File: config.mk
export PLATFORM = sky130hd
export DESIGN_NAME = daa_booth_sequencer
export DESIGN_NICKNAME = d
export VERILOG_FILES = /design/src/rtl/daa_booth_sequencer.sv
export SDC_FILE = /design/constraint.sdc
export NUM_CORES = 1
export LEC_CHECK = 0
export CORE_UTILIZATION = 56
export CTS_BUF_LIST = sky130_fd_sc_hd__clkbuf_16
export DETAILED_ROUTE_END_ITERATION = 7
export PLACE_DENSITY = 0.84
export SYNTH_ARGS = -nofsm -noshare
export SYNTH_HDL_FRONTEND = slang
export SYNTH_SLANG_ARGS = --single-unit
File: constraint.sdc
create_clock -name clk -period 3.5 [get_ports clk]
set_clock_uncertainty 0.05 [all_clocks]
set_input_delay 0.525 -clock clk [delete_from_list [all_inputs] [get_ports clk]]
set_output_delay 0.525 -clock clk [all_outputs]
set_load 0.03 [all_outputs]
File: src/rtl/daa_booth_sequencer.sv
// Control sequencer for the DAA MAC datapath: latches one signed weight and an activation,
// then streams overlapping radix-4 Booth windows LSB digit first with clear/enable/slot control.
module daa_booth_sequencer #(
  parameter int NDIG      = 9,
  parameter int DRAIN_CYC = 2
) (
  input  logic              clk,
  input  logic              rst,
  input  logic              start,
  input  logic [2*NDIG-1:0] weight,
  input  logic [3:0]        act,
  input  logic              act_signed,
  input  logic              hold,
  input  logic              abort,
  output logic [2:0]        w,
  output logic [3:0]        in_pe,
  output logic              sign_ex_en,
  output logic              nep,
  output logic [3:0]        ep_count,
  output logic              clear,
  output logic              enable,
  output logic              ready,
  output logic              busy,
  output logic              done
);

  typedef enum logic [2:0] {
    S_IDLE  = 3'd0,
    S_CLR   = 3'd1,
    S_RUN   = 3'd2,
    S_DRAIN = 3'd3,
    S_DONE  = 3'd4
  } state_t;

  typedef struct packed {
    logic [2:0] w;
    logic [3:0] in_pe;
    logic       sign_ex_en;
    logic       nep;
    logic [3:0] ep_count;
    logic       clear;
    logic       enable;
    logic       ready;
    logic       busy;
    logic       done;
  } outs_t;

  localparam logic [3:0] LAST_DIGIT = 4'(NDIG - 1);
  localparam logic [3:0] DRAIN_LAST = 4'(DRAIN_CYC);
  localparam logic [3:0] EP_NONE    = 4'hF;

  state_t              state_r;
  logic [3:0]          digit_r;
  logic [3:0]          drain_cnt_r;
  logic [2*NDIG-1:0]   weight_r;
  logic [3:0]          act_r;
  logic                act_signed_r;
  outs_t               outs_r;

  // Window {W[2d+1],W[2d],W[2d-1]}; the appended zero supplies W[-1].
  function automatic logic [2:0] booth_window(input logic [2*NDIG-1:0] wt, input logic [3:0] idx);
    logic [2*NDIG:0] ext;
    ext = {wt, 1'b0} >> {idx, 1'b0};
    return ext[2:0];
  endfunction

  function automatic outs_t f_idle();
    outs_t o;
    o       = '0;
    o.ready = 1'b1;
    return o;
  endfunction

  // Datapath flop clear is enable-gated, so enable rides along with clear.
  function automatic outs_t f_clr();
    outs_t o;
    o        = '0;
    o.clear  = 1'b1;
    o.enable = 1'b1;
    o.busy   = 1'b1;
    return o;
  endfunction

  function automatic outs_t f_run(input logic [2:0] win, input logic [3:0] ep,
                                  input logic [3:0] a, input logic sx);
    outs_t o;
    o            = '0;
    o.w          = win;
    o.ep_count   = ep;
    o.in_pe      = a;
    o.sign_ex_en = sx;
    o.nep        = 1'b1;
    o.enable     = 1'b1;
    o.busy       = 1'b1;
    return o;
  endfunction

  // Slot index F selects no save slot while the pipeline drains.
  function automatic outs_t f_drain(input logic [3:0] a, input logic sx);
    outs_t o;
    o            = '0;
    o.ep_count   = EP_NONE;
    o.in_pe      = a;
    o.sign_ex_en = sx;
    o.enable     = 1'b1;
    o.busy       = 1'b1;
    return o;
  endfunction

  function automatic outs_t f_done();
    outs_t o;
    o      = '0;
    o.done = 1'b1;
    return o;
  endfunction

  // Sequencer state, operand latches and registered outputs.
  always_ff @(posedge clk or negedge rst) begin
    if (!rst) begin
      state_r      <= S_IDLE;
      digit_r      <= 4'd0;
      drain_cnt_r  <= 4'd0;
      weight_r     <= '0;
      act_r        <= 4'd0;
      act_signed_r <= 1'b0;
      outs_r       <= f_idle();
    end else if (abort) begin
      state_r     <= S_IDLE;
      digit_r     <= 4'd0;
      drain_cnt_r <= 4'd0;
      outs_r      <= f_idle();
    end else if (hold && (state_r == S_CLR || state_r == S_RUN || state_r == S_DRAIN)) begin
      outs_r.enable <= 1'b0;
      outs_r.nep    <= 1'b0;
    end else begin
      case (state_r)
        S_IDLE: begin
          if (start) begin
            weight_r     <= weight;
            act_r        <= act;
            act_signed_r <= act_signed;
            digit_r      <= 4'd0;
            drain_cnt_r  <= 4'd0;
            state_r      <= S_CLR;
            outs_r       <= f_clr();
          end else begin
            outs_r <= f_idle();
          end
        end
        S_CLR: begin
          digit_r <= 4'd0;
          state_r <= S_RUN;
          outs_r  <= f_run(booth_window(weight_r, 4'd0), 4'd0, act_r, act_signed_r);
        end
        S_RUN: begin
          if (digit_r == LAST_DIGIT) begin
            if (DRAIN_CYC > 0) begin
              drain_cnt_r <= 4'd1;
              state_r     <= S_DRAIN;
              outs_r      <= f_drain(act_r, act_signed_r);
            end else begin
              state_r <= S_DONE;
              outs_r  <= f_done();
            end
          end else begin
            digit_r <= digit_r + 4'd1;
            outs_r  <= f_run(booth_window(weight_r, digit_r + 4'd1), digit_r + 4'd1,
                             act_r, act_signed_r);
          end
        end
        S_DRAIN: begin
          if (drain_cnt_r >= DRAIN_LAST) begin
            state_r <= S_DONE;
            outs_r  <= f_done();
          end else begin
            drain_cnt_r <= drain_cnt_r + 4'd1;
            outs_r      <= f_drain(act_r, act_signed_r);
          end
        end
        S_DONE: begin
          state_r <= S_IDLE;
          outs_r  <= f_idle();
        end
        default: begin
          state_r <= S_IDLE;
          outs_r  <= f_idle();
        end
      endcase
    end
  end

  assign w          = outs_r.w;
  assign in_pe      = outs_r.in_pe;
  assign sign_ex_en = outs_r.sign_ex_en;
  assign nep        = outs_r.nep;
  assign ep_count   = outs_r.ep_count;
  assign clear      = outs_r.clear;
  assign enable     = outs_r.enable;
  assign ready      = outs_r.ready;
  assign busy       = outs_r.busy;
  assign done       = outs_r.done;

endmodule

==> metrics.md <==
| Metric | Value |
|---|---|
| NumNets Final | `284` |
| Num CTS Buffers | `5` |
| Top FF cell, synth | `dfrtp_1` |
| CTS H-tree depth | `2` |
| WP buf/inv | `1` |
| Static leakage | `1.32 nW` |
| Via-to-Cell Ratio | `6.15` |
| Starting Density | `59.0%` |
| Outcome | `complete, no violations` |
| Final slew viol count | `0` |
| Setup violations, final | `0` |
| Die height | `70.2 um` |
| Worst Tran Pin Value | `1.12 ns` |
| Achievable Freq | `0.381 GHz` |
| Initial antenna violation count | `0` |
| Rows | `24` |
| Hold buffer count at CTS | `0` |
| Die X | `70.2 um` |
| Clock power frac | `33.2%` |
| Via count | `1,875` |
| Die ar. | `4930 um^2` |
| Post-route clock period utilization | `75.1%` |
| Root Driver | `clkbuf_16` |
| Vias in the first global route | `1,833` |
| Number of synthesized flops with an enable pin | `0` |
| WP data required | `3.60 ns` |
| Combinational Power Share | `17.3%` |
| Post-CTS resize count | `0` |
| Largest area contributor in the netlist | `dfrtp_1` |
| Buffers on Ports | `45` |
| RSZ-0062 raised after global routing | `false` |
| Final Hold Fails | `0` |
| Largest net degree at the start of global routing | `53` |
| Grt ovf | `0` |
| Clock Path Buffers | `2` |
| Area added between synthesis and finish | `23.0%` |
| Syn Inst Count | `212` |
| Post-route cell area | `3200 um^2` |
| Iteration-0 DRC Markers | `265` |
| Core area | `4410 um^2` |
| CP max-delay cell | `dfrtp_1` |
| Flop pwr share | `49.5%` |
| Internal Power | `1.10 mW` |
| Detailed Route WL | `5250 um` |
| Total GRT Usage | `23.6%` |
| Mapped Nets | `244` |
| Yosys warnings | `0` |
| Fin Setup TNS | `0 ns` |
| Wire length per cell | `17.2 um` |
| CP delay by family, top | `multiplexers` |
| Net Sw Power | `398 uW` |
| Sw Share | `26.6%` |
| CP max stage delay | `0.70 ns` |
| Placed Instances | `297` |
| ANT nets after route | `0` |
| CTS sink cnt | `52` |
| Pwr dens | `467 nW/um^2` |
| Placed Area | `3050 um^2` |
| Worst Hold Class | `primary input to async pin` |
| Slew headroom | `25.6%` |
| Area contributors post-synth | `dfrtp_1, mux2_2, mux4_2` |
| Tot Pwr | `1.50 mW` |
| Share of cells above drive strength 1 | `21.3%` |
| VDD IR max | `0.256 mV` |
| Synthesized cell area | `2600 um^2` |
| CP Launch Type | `flip-flop` |
| Synth cell types | `55` |
| Worst setup EP type | `flip-flop` |
| Worst Path Arrival | `2.73 ns` |
| Maxcap violations | `0` |
| Sequential cell area fraction in the yosys report | `50.0%` |
| Final std cells w/o fill | `305` |
| WS Path Type | `flip-flop to flip-flop` |
| Clock latency on the worst-skew pair | `0.29 ns` |
| Drt drc | `0` |
| Critical path fanouts, max | `15` |
| Post-CTS setup buffers | `0` |
| R2R Setup Slk | `0.87 ns` |
| Reg clk slew, reported paths | `0.07 ns` |
| CP cell instances | `inv_1 -> ha_1 -> mux4_2 -> mux2_2 -> nand3_1 -> o311ai_0` |
| Average cell area after synthesis | `12.3 um^2` |
| Antenna diodes | `0` |
| Routability cong. | `0.883` |
| Fin crit period | `2.63 ns` |
| Synth top area share | `49.0%` |
| 1st-pass router iterations | `4` |
| First-pass GRT wire length | `9010 um` |
| Dpl hpwl | `3660 um` |
| Ys async rst share | `100%` |
| Ports | `46` |
| TritonCTS clock tree | `done` |
| Yosys reg bits | `52` |
power by group through the flow:
stage / Sequential [mW] / Clock [mW] / Combinational [mW]
6_report: 0.741 / 0.498 / 0.259
2_1_floorplan: 0.744 / 0 / 0.163
3_5_place_dp: 0.753 / 0 / 0.257
3_3_place_gp: 0.749 / 0 / 0.253
5_1_grt: 0.753 / 0.531 / 0.280
4_1_cts: 0.741 / 0.512 / 0.261
flip-flops by register name, indices dropped and copies added, names as in the netlist, 3 cells and up:
signal,flops
state_r,3
drain_cnt_r,4
act_r,4
w,3
weight_r,18
digit_r,4
ep_count,4
in_pe,4
stage by stage:
stage                     setup WS, ns  util, %  hold slack (ns)
after CTS                        0.873     72.6            0.439
after floorplan                   1.27        -            0.179
after global routing             0.658     72.6            0.466
after global placement           0.965     69.2            0.410
after detailed placement         0.912     69.2            0.419
final                            0.873     72.6            0.392
logic make-up after synthesis:
logic type / Yosys count / share of synthesized area (%)
AND/OR/NAND/NOR: 54 / 12.8
flip-flops: 52 / 50.0
AO/OA/AOI/OAI: 43 / 12.7
multiplexers: 35 / 17.2
buffers and inverters: 20 / 3.70
XOR/XNOR: 4 / 1.63
adder cells (fa/ha/maj): 4 / 1.92
synth_stat cells, types with 2 or more instances:
master / instances
a21o_1: 2
nor3b_1: 3
o311ai_0: 2
buf_2: 8
or3b_1: 2
nor2b_1: 2
o21ai_0: 8
inv_1: 7
dfrtp_1: 51
nor4b_1: 2
buf_4: 3
mux2_2: 28
o211ai_1: 2
mux4_2: 5
mux2i_1: 2
a21oi_1: 4
ha_1: 4
nand3_1: 7
a22o_1: 7
a22oi_1: 3
nor2_1: 10
xor2_1: 2
nor3_1: 3
nand2b_1: 2
nand2_1: 10
o21ai_1: 3
nor4_1: 2
metal layers:
layer | global-route usage [%] | part of all wire [%] | vias to the layer above
li1 | - | - | 862
met1 | 31.7 | 43 | 947
met2 | 39.0 | 51 | 59
met3 | 4.91 | 4.9 | 7
met4 | 6.89 | 1.4 | 0
met5 | 0 | 0 | -
worst register-to-register path, cell delays in order, from the launching register on:
cell and delay [ns]:
dfrtp_1 0.70, inv_1 0.13, ha_1 0.56, mux4_2 0.54, mux2_2 0.28, nand3_1 0.09
o311ai_0 0.14
path summary, 6_finish.rpt:
check                                start              to  cells past startpoint
max in group asynchronous              rst    weight_r[14]                      1
worst min-delay path                   rst  drain_cnt_r[2]                      1
min in group clk                  act_r[1]        in_pe[1]                      1
worst max-delay path            digit_r[0]            w[2]                      6
worst min register to register    act_r[1]        in_pe[1]                      1
worst max register to register  digit_r[0]            w[2]                      6
placed cells by master (no fill, tap or decap), types with 3 or more instances in the layout:
cell / Yosys / final
dfrtp_1: 51 / 51
clkdlybuf4s50_1: 0 / 44
mux2_2: 28 / 28
nor2_1: 10 / 10
nand2_1: 10 / 10
o21ai_0: 8 / 8
inv_1: 7 / 7
a22o_1: 7 / 7
nand3_1: 7 / 7
mux4_2: 5 / 5
clkbuf_16: 0 / 5
a21oi_1: 4 / 4
ha_1: 4 / 4
nor3_1: 3 / 3
o21ai_1: 3 / 3
a22oi_1: 3 / 3
nor3b_1: 3 / 3
layout make-up:
type,instances,area [um^2]
clock buffers,5,125
clock inverters,3,25.0
flip-flops and latches,52,1300
fillers,321,1210
inverters,7,26.3
repair buffers,46,453
well taps,52,65.1
multi-input cells,140,1210
(Power assumes the default switching activity.)
